### src/rtl/raster_pkg.sv
// Shared types and constants for the raster frame scheduler: the packed
// triangle command, screen geometry and the scheduler state encoding.
package raster_pkg;

    localparam int         SCREEN_W   = 320;
    localparam int         SCREEN_H   = 240;
    localparam int         FB_WORDS   = SCREEN_W * SCREEN_H;
    localparam logic [7:0] ZBUF_CLEAR = 8'hFF;

    // Field order is MSB to LSB; the rasterizer consumes this layout bit-for-bit.
    typedef struct packed {
        logic        [31:0] inv_area;
        logic        [7:0]  color;
        logic signed [9:0]  a1;
        logic signed [9:0]  b1;
        logic signed [9:0]  a2;
        logic signed [9:0]  b2;
        logic signed [9:0]  a3;
        logic signed [9:0]  b3;
        logic signed [17:0] c1;
        logic signed [17:0] c2;
        logic signed [17:0] c3;
        logic        [8:0]  bbxi;
        logic        [8:0]  bbxf;
        logic        [7:0]  bbyi;
        logic        [7:0]  bbyf;
        logic        [15:0] z1;
        logic        [15:0] z2;
        logic        [15:0] z3;
    } tri_cmd_t;

    typedef enum logic [2:0] {
        S_IDLE,
        S_CLEAR,
        S_FETCH,
        S_START,
        S_BUSY,
        S_SWAP
    } state_t;

endpackage

### src/rtl/tri_cmd_fifo.sv
// Synchronous first-word-fall-through FIFO of triangle commands.
// Pushes while full and pops while empty are ignored.
module tri_cmd_fifo
    import raster_pkg::*;
#(
    parameter int DEPTH = 8
) (
    input  logic                   clk,
    input  logic                   rst_n,
    input  logic                   push,
    input  logic                   pop,
    input  tri_cmd_t               din,
    output tri_cmd_t               dout,
    output logic                   full,
    output logic                   empty,
    output logic [$clog2(DEPTH):0] count
);

    localparam int            AW       = $clog2(DEPTH);
    localparam logic [AW:0]   FULL_CNT = DEPTH[AW:0];

    tri_cmd_t      mem [DEPTH];
    logic [AW-1:0] wr_ptr;
    logic [AW-1:0] rd_ptr;
    logic          do_push;
    logic          do_pop;

    assign full    = (count == FULL_CNT);
    assign empty   = (count == '0);
    assign do_push = push && !full;
    assign do_pop  = pop && !empty;
    assign dout    = mem[rd_ptr];

    // NOTE: storage is deliberately not reset; pointers and count alone define which entries are valid.
    always_ff @(posedge clk) begin
        if (do_push) mem[wr_ptr] <= din;
    end

    always_ff @(posedge clk or negedge rst_n) begin
        if (!rst_n) begin
            wr_ptr <= '0;
            rd_ptr <= '0;
            count  <= '0;
        end else begin
            if (do_push) wr_ptr <= wr_ptr + 1'b1;
            if (do_pop)  rd_ptr <= rd_ptr + 1'b1;
            case ({do_push, do_pop})
                2'b10:   count <= count + 1'b1;
                2'b01:   count <= count - 1'b1;
                default: count <= count;
            endcase
        end
    end

endmodule

### src/rtl/raster_frame_scheduler.sv
// Frame controller: clears frame/z buffers, dispatches queued triangles to the
// rasterizer one at a time, then flips the display buffer.
module raster_frame_scheduler
    import raster_pkg::*;
#(
    parameter int DEPTH    = 8,
    parameter int FB_WORDS = raster_pkg::FB_WORDS
) (
    input  logic                   clk,
    input  logic                   rst_n,
    input  logic                   tri_valid,
    input  tri_cmd_t               tri_data,
    output logic                   tri_ready,
    output logic [$clog2(DEPTH):0] fifo_count,
    input  logic                   frame_begin,
    input  logic                   frame_end,
    input  logic [7:0]             bg_color,
    output logic                   frame_done,
    output logic                   fb_sel,
    output logic                   busy,
    output logic                   rast_start,
    output tri_cmd_t               rast_cmd,
    input  logic                   rast_done,
    input  logic                   r_we,
    input  logic [7:0]             r_din,
    input  logic [16:0]            r_addr,
    input  logic [16:0]            r_zaddr,
    input  logic [7:0]             r_zdin,
    input  logic                   r_zwe,
    input  logic                   r_zen,
    output logic                   fb_we,
    output logic [7:0]             fb_din,
    output logic [16:0]            fb_addr,
    output logic [16:0]            zb_addr,
    output logic [7:0]             zb_din,
    output logic                   zb_we,
    output logic                   zb_en
);

    localparam logic [16:0] CLR_LAST = 17'(FB_WORDS - 1);

    state_t      state;
    logic [7:0]  bg;
    logic [16:0] clr_addr;
    logic        end_pending;
    logic        fifo_full;
    logic        fifo_empty;
    logic        fifo_pop;
    tri_cmd_t    fifo_head;

    assign tri_ready = !fifo_full;
    assign busy      = (state != S_IDLE);
    assign fifo_pop  = (state == S_FETCH) && !fifo_empty;

    tri_cmd_fifo #(.DEPTH(DEPTH)) u_fifo (
        .clk   (clk),
        .rst_n (rst_n),
        .push  (tri_valid),
        .pop   (fifo_pop),
        .din   (tri_data),
        .dout  (fifo_head),
        .full  (fifo_full),
        .empty (fifo_empty),
        .count (fifo_count)
    );

    always_ff @(posedge clk or negedge rst_n) begin
        if (!rst_n) begin
            state       <= S_IDLE;
            bg          <= '0;
            clr_addr    <= '0;
            end_pending <= 1'b0;
            rast_cmd    <= '0;
            rast_start  <= 1'b0;
            frame_done  <= 1'b0;
            fb_sel      <= 1'b0;
        end else begin
            rast_start <= 1'b0;
            frame_done <= 1'b0;
            if (frame_end && state != S_IDLE) end_pending <= 1'b1;

            case (state)
                S_IDLE: begin
                    if (frame_begin) begin
                        bg       <= bg_color;
                        clr_addr <= '0;
                        state    <= S_CLEAR;
                    end
                end
                S_CLEAR: begin
                    clr_addr <= clr_addr + 1'b1;
                    if (clr_addr == CLR_LAST) state <= S_FETCH;
                end
                S_FETCH: begin
                    // Pulses are raised on entry so they appear in START/SWAP themselves.
                    if (!fifo_empty) begin
                        rast_cmd   <= fifo_head;
                        rast_start <= 1'b1;
                        state      <= S_START;
                    end else if (end_pending) begin
                        fb_sel     <= !fb_sel;
                        frame_done <= 1'b1;
                        state      <= S_SWAP;
                    end
                end
                S_START: state <= S_BUSY;
                S_BUSY: begin
                    if (rast_done) state <= S_FETCH;
                end
                S_SWAP: begin
                    end_pending <= 1'b0;
                    state       <= S_IDLE;
                end
                default: state <= S_IDLE;
            endcase
        end
    end

    always_comb begin
        // NOTE: pass-through defaults first, so every output is assigned on every path and no latch is inferred.
        fb_we   = r_we;
        fb_din  = r_din;
        fb_addr = r_addr;
        zb_addr = r_zaddr;
        zb_din  = r_zdin;
        zb_we   = r_zwe;
        zb_en   = r_zen;
        if (state == S_CLEAR) begin
            fb_we   = 1'b1;
            fb_din  = bg;
            fb_addr = clr_addr;
            zb_addr = clr_addr;
            zb_din  = ZBUF_CLEAR;
            zb_we   = 1'b1;
            zb_en   = 1'b1;
        end
    end

endmodule

### config.mk
export PLATFORM = sky130hd
export DESIGN_NAME = raster_frame_scheduler
export DESIGN_NICKNAME = d
export VERILOG_FILES = /design/src/rtl/raster_pkg.sv /design/src/rtl/tri_cmd_fifo.sv /design/src/rtl/raster_frame_scheduler.sv
export SDC_FILE = /design/constraint.sdc
export NUM_CORES = 2
export LEC_CHECK = 0
export CELL_PAD_IN_SITES_DETAIL_PLACEMENT = 1
export CELL_PAD_IN_SITES_GLOBAL_PLACEMENT = 2
export CORE_MARGIN = 8
export CORE_UTILIZATION = 45
export CTS_CLUSTER_DIAMETER = 80
export CTS_CLUSTER_SIZE = 12
export DETAILED_ROUTE_END_ITERATION = 6
export PLACE_DENSITY = 0.75
export SKIP_LAST_GASP = 1
export SLEW_MARGIN = 25
export SYNTH_ARGS = -nofsm -noshare
export SYNTH_HDL_FRONTEND = slang
export SYNTH_HIERARCHICAL = 1
export SYNTH_SLANG_ARGS = --single-unit
### constraint.sdc
create_clock -name clk -period 35.3 [get_ports clk]
set_input_delay 3.53 -clock clk [delete_from_list [all_inputs] [get_ports clk]]
set_output_delay 3.53 -clock clk [all_outputs]
set_load 0.01 [all_outputs]
# Yosys cells after proc, flatten, opt, wreduce, memory -nomap -nowiden
# Memories as Yosys holds them, arrays and structs flattened. A register that Yosys moved wholly into a read port is not among the register bits.
# Index checks and enable logic that the tools add are counted.
# W data, S select, Z words.
dict set report totals {
  register_bits 42
  ram_bits 1888
  in_bits 303
  elab_cells 74
  n_memories 1
}
dict set report classes {
  n_addsub 5
  eq_ne 13
  n_mux 25
  bitwise 1
  n_reduce_logical 19
}
# memory depth width read_ports rd_clocked_by_memory_dff write_ports line_no
set memory_table {}
lappend memory_table {u_fifo.mem 8 236 1 1 1 tri_cmd_fifo.sv:22} ;# tri_cmd_t mem [DEPTH];
# operator count
set ops {}
lappend ops {{$mux W17} 3}
lappend ops {{$pmux W17 S2} 1}
lappend ops {{$add A17 B1 Y17 const B} 1}
lappend ops {{$eq A17 B17 Y1 const B} 1}
lappend ops {{$mux W8} 2}
lappend ops {{$mux W3} 5}
lappend ops {{$pmux W3 S5} 1}
lappend ops {{$mux W1} 12}
lappend ops {{$pmux W4 S2} 1}
lappend ops {{$add A3 B1 Y3 const B} 2}
lappend ops {{$eq A3 B2 Y1 const B} 2}
lappend ops {{$eq A3 B3 Y1 const B} 2}
lappend ops {{$ne A2 B2 Y1 const B} 3}
lappend ops {{$reduce_and A2 Y1} 3}
lappend ops {{$reduce_bool A2 Y1} 3}
lappend ops {{$add A4 B1 Y4 const B} 1}
lappend ops {{$eq A4 B4 Y1 const B} 1}
lappend ops {{$logic_and A1 B1 Y1} 4}
lappend ops {{$logic_not A1 Y1} 4}
lappend ops {{$logic_not A4 Y1} 1}
lappend ops {{$reduce_and A4 Y1} 1}
lappend ops {{$sub A4 B1 Y4 const B} 1}
lappend ops {{$eq A3 B1 Y1 const B} 1}
lappend ops {{$logic_not A3 Y1} 1}
lappend ops {{6 further kinds} 6}

# Depth between registers and ports, before layout
dict set report logic_depth {
  ltp_word 6
  ltp_mapped 12
}

# Modules after synthesis
# Netlist, hierarchy kept.
# module instances cells_each area_each_um2 seq_area_each_um2
set by_module_without_submodules {}
lappend by_module_without_submodules {tri_cmd_fifo 1 2795 73546.8 56944.6}
lappend by_module_without_submodules {raster_frame_scheduler 1 784 11886.4 6706.4}

# Least setup slack after synthesis
# No wires, ideal clock.
dict set report synth_path {
  path_type {input port to flip-flop}
  startpoint {input port tri_valid}
  endpoint {memory u_fifo/mem[1][0] in the netlist's numbering (enable)}
  arrival_time_ns 19.545
  path_slack_ns 14.634
  stages 2
  n_path_buf 0
  path_cell_list {nand3_1 nor3_1}
}
dict set report synth_between {
  elab_chain_len 3
}
# element line_no
set synth_lines {}
lappend synth_lines {{start: declaration} raster_frame_scheduler.sv:11} ;# input logic tri_valid,
lappend synth_lines {{$logic_and A1 B1 Y1} tri_cmd_fifo.sv:30} ;# assign do_push = push && !full;
lappend synth_lines {{$mux W1} tri_cmd_fifo.sv:36} ;# if (do_push) mem[wr_ptr] <= din;
lappend synth_lines {{$mux W1 (not written as such)} tri_cmd_fifo.sv:36}
lappend synth_lines {{end: declaration} tri_cmd_fifo.sv:22}
# Every way passes these cells.

# Final worst setup path
dict set report layout_path {
  startpoint {input port r_addr[12]}
  endpoint {output port fb_addr[12]}
}
dict set report layout_between {
  elab_chain_len 1
}
# element line_no
set layout_lines {}
lappend layout_lines {{start: declaration} raster_frame_scheduler.sv:26} ;# input logic [16:0] r_addr,
lappend layout_lines {{$mux W17} raster_frame_scheduler.sv:128} ;# if (state == S_CLEAR) begin
lappend layout_lines {{end: declaration} raster_frame_scheduler.sv:33} ;# output logic [16:0] fb_addr,
# Every way passes these cells.

==> impl_results.md <==
- Via count of the first global-routing pass: 41600
- Num rows: 160
- Instance count of the mapped netlist: 3579
- Die Area: 204000 um2
- RSZ-0062 raised after global routing: no
- Placer congestion estimate: 0.821
- Max clock buf depth: 3
- Port buffer count: 600
- Worst-Skew Late Latency: 0.84 ns
- Crit Path Max Fanout: 1
- Core area: 189000 um2
- Largest net degree at the start of global routing: 142
- CP arrival: 4.84 ns
- CTS resizes: 0
- Clock slew at reported path FFs: 0.06 ns
- # setup viols final: 0
- Drt pass-1 iters: 5
- Vert. Die Dim: 452 um
- Post-synth top cells: 1888 x edfxtp_1, 464 x mux4_1, 278 x dfrtp_1, 265 x mux2_2, 209 x mux2_4
- Area contributors post-synth: edfxtp_1 66%, mux4_1 14%, dfrtp_1 8.1%
- DRT iter0 DRCs: 2313
- CP Data Required Time: 31.77 ns
- Final Hold Vio Count: 0
- Drt via density: 5.51
- # clock sinks: 2166
- EDFF count, synth: 1888
- WS Path Type: in2out
- Seq/Total Area, Yosys: 0.745
- P per Cell Area: 57.6 nW/um2
- CTS H-tree depth: 4
- CP endpoint kind: output port
- Clk root buf: clkbuf_16
- Initial Util: 0.451
- Final min period: 8.37 ns
- Main synth FF type: edfxtp_1
- Final Cycle Share: 0.237
- # DRC: 0
- Most frequent cell after synthesis: edfxtp_1
- Worst VDD drop: 43.7 uV
- Layout cells sized above 1: 0.177
- Synth Cell Area: 85400 um2
- CTS Buf Count: 199
- FF-to-FF Start: u_fifo/rd_ptr[1]$_DFFE_PN0P_
- Syn Area/Cell: 23.9 um2
- DR WL/cell: 28.4 um
- Hold buffers post-CTS: 0
- FILL cells: 16400
- Area Overhead vs Synth: 16.4%
- Top cell type's share of synthesized area: 0.664
- Hold path startpoint: fb_sel$_DFFE_PN0P_
- Hpwl dp: 115 mm
- Worst-Margin Slew: 1.11 ns
- Leak: 33.2 nW
- IO Count: 601
- Worst setup SP type: input port
- Syn. warnings: 6
- Post-CTS Setup Repair Bufs: 0
- Min-delay worst type: reg2reg
- Synth area leader: edfxtp_1
- Status: complete, no violations
- Post-synth net total: 3889
- Final WL: 198 mm
- Finished Layout Cells: 6974
- Final core occ: 0.525
- Max-capacitance violation count: 0
- Clock Skews: 0.0228 ns
- Crit path from: r_addr[12]
- Ys async rst share: 0.128
- GRT Total Usage: 0.190
- Global-route wire length before repair: 289 mm
- Initial antenna violation count: 48
- Final setup TNS: 0 ns
- ANT nets after route: 0
- Dpl cells: 6581
- CTS tree: done
- Max Slew Vio Count: 0
- Seq cells post-synth: 2166
- GRT overflow: 0
- Slew margin rel.: 0.261
- Distinct cells, synth: 48
- Vias: 38400
- Horiz. Die Dim: 452 um
- # nets final: 4581
- Fmax: 120 MHz
report_power, final:
part | leakage (nW) | internal (mW) | switching (mW)
clock network | 2.76 | 1.07 | 0.915
registers | 21.0 | 3.14 | 0.0684
logic | 9.50 | 0.172 | 0.351
total | 33.2 | 4.39 | 1.33
cell usage in the layout, fill, tap and decap left out, types with 7 or more instances in the layout:
cell / synthesis / routed
edfxtp_1: 1888 / 1888
clkdlybuf4s50_1: 0 / 599
mux4_1: 464 / 464
dfrtp_1: 278 / 275
mux2_2: 265 / 265
mux2_4: 209 / 209
clkbuf_16: 0 / 200
clkbuf_1: 43 / 157
nand2_1: 153 / 153
buf_4: 2 / 55
diode_2: 0 / 20
nand2b_1: 14 / 14
o21ai_0: 14 / 14
nand3_1: 11 / 11
buf_12: 25 / 9
a21oi_1: 8 / 8
mux4_2: 8 / 8
nor2_1: 13 / 7
inv_1: 7 / 7
cell type report:
| type | count | area (um2) | share of cell area |
|---|---|---|---|
| diodes | 20 | 50.0 | 0.000503 |
| clock buffers | 358 | 5610 | 0.0564 |
| flip-flops and latches | 2166 | 63700 | 0.640 |
| multi-input cells | 1231 | 20100 | 0.202 |
| inverters | 7 | 26.3 | 0.000264 |
| well taps | 2511 | 3140 | 0.0316 |
| clock inverters | 15 | 233 | 0.00234 |
| repair buffers | 666 | 6640 | 0.0668 |
worst max-delay path: stages:
cell	delay [ns]
clkdlybuf4s50_1	0.45
nand2_1	0.05
nand2_1	0.22
clkdlybuf4s50_1	0.59
logic make-up (layout without fill, tap and decap cells):
logic type | count (synthesis) | after routing | synth area share
flip-flops | 2166 | 2166 | 0.745
multiplexers | 951 | 951 | 0.217
AND/OR/NAND/NOR | 223 | 223 | 0.0118
buffers and inverters | 182 | 1046 | 0.0210
AO/OA/AOI/OAI | 42 | 42 | 0.00312
XOR/XNOR | 8 | 8 | 0.000820
adder cells (fa/ha/maj) | 7 | 7 | 0.00111
other | 0 | 20 | 0
worst paths after layout:
path                                             endpoint  slack [ns]  cells past startpoint
worst max register to register  rast_cmd[109]$_DFFE_PN0P_       29.86                      7
worst min-delay path                   fb_sel$_DFFE_PN0P_        0.47                      1
min in group asynchronous         clr_addr[5]$_DFFE_PN0P_        2.67                      1
worst max-delay path                          fb_addr[12]       26.93                      4
max in group asynchronous        rast_cmd[65]$_DFFE_PN0P_       30.73                      3
worst min register to register         fb_sel$_DFFE_PN0P_        0.47                      1
per-layer routing:
layer / wire (um) / vias to the layer above / share of wire / global-route usage
met3: 9040 / 266 / 0.046 / 0.0390
met5: 138 / - / 0.00070 / 0
met2: 103000 / 861 / 0.52 / 0.340
met4: 4170 / 20 / 0.021 / 0.0480
li1: - / 16600 / - / -
met1: 81200 / 20700 / 0.41 / 0.238
state kept, by name, summed over array words and instances, names as in the netlist:
register	flops
state	3
u_fifo/mem	1888
bg	8
end_pending	1
u_fifo/wr_ptr	3
u_fifo/rd_ptr	3
clr_addr	17
fb_sel	1
rast_cmd	236
rast_start	1
frame_done	1
u_fifo/count	4
through the flow:
stage          setup slack (ns)  hold WS, ns  power [mW]  area, um2
6_report                  26.93        0.474        5.72      99400
4_1_cts                   26.91        0.476        5.81      99400
3_5_place_dp              26.91        0.464        3.81      93500
5_1_grt                   26.89        0.503        5.93      99400
3_3_place_gp              26.92        0.459        3.77      93500
2_1_floorplan             14.63        0.446        3.64      85400
Note: power is estimated with default switching activity, not from simulation.
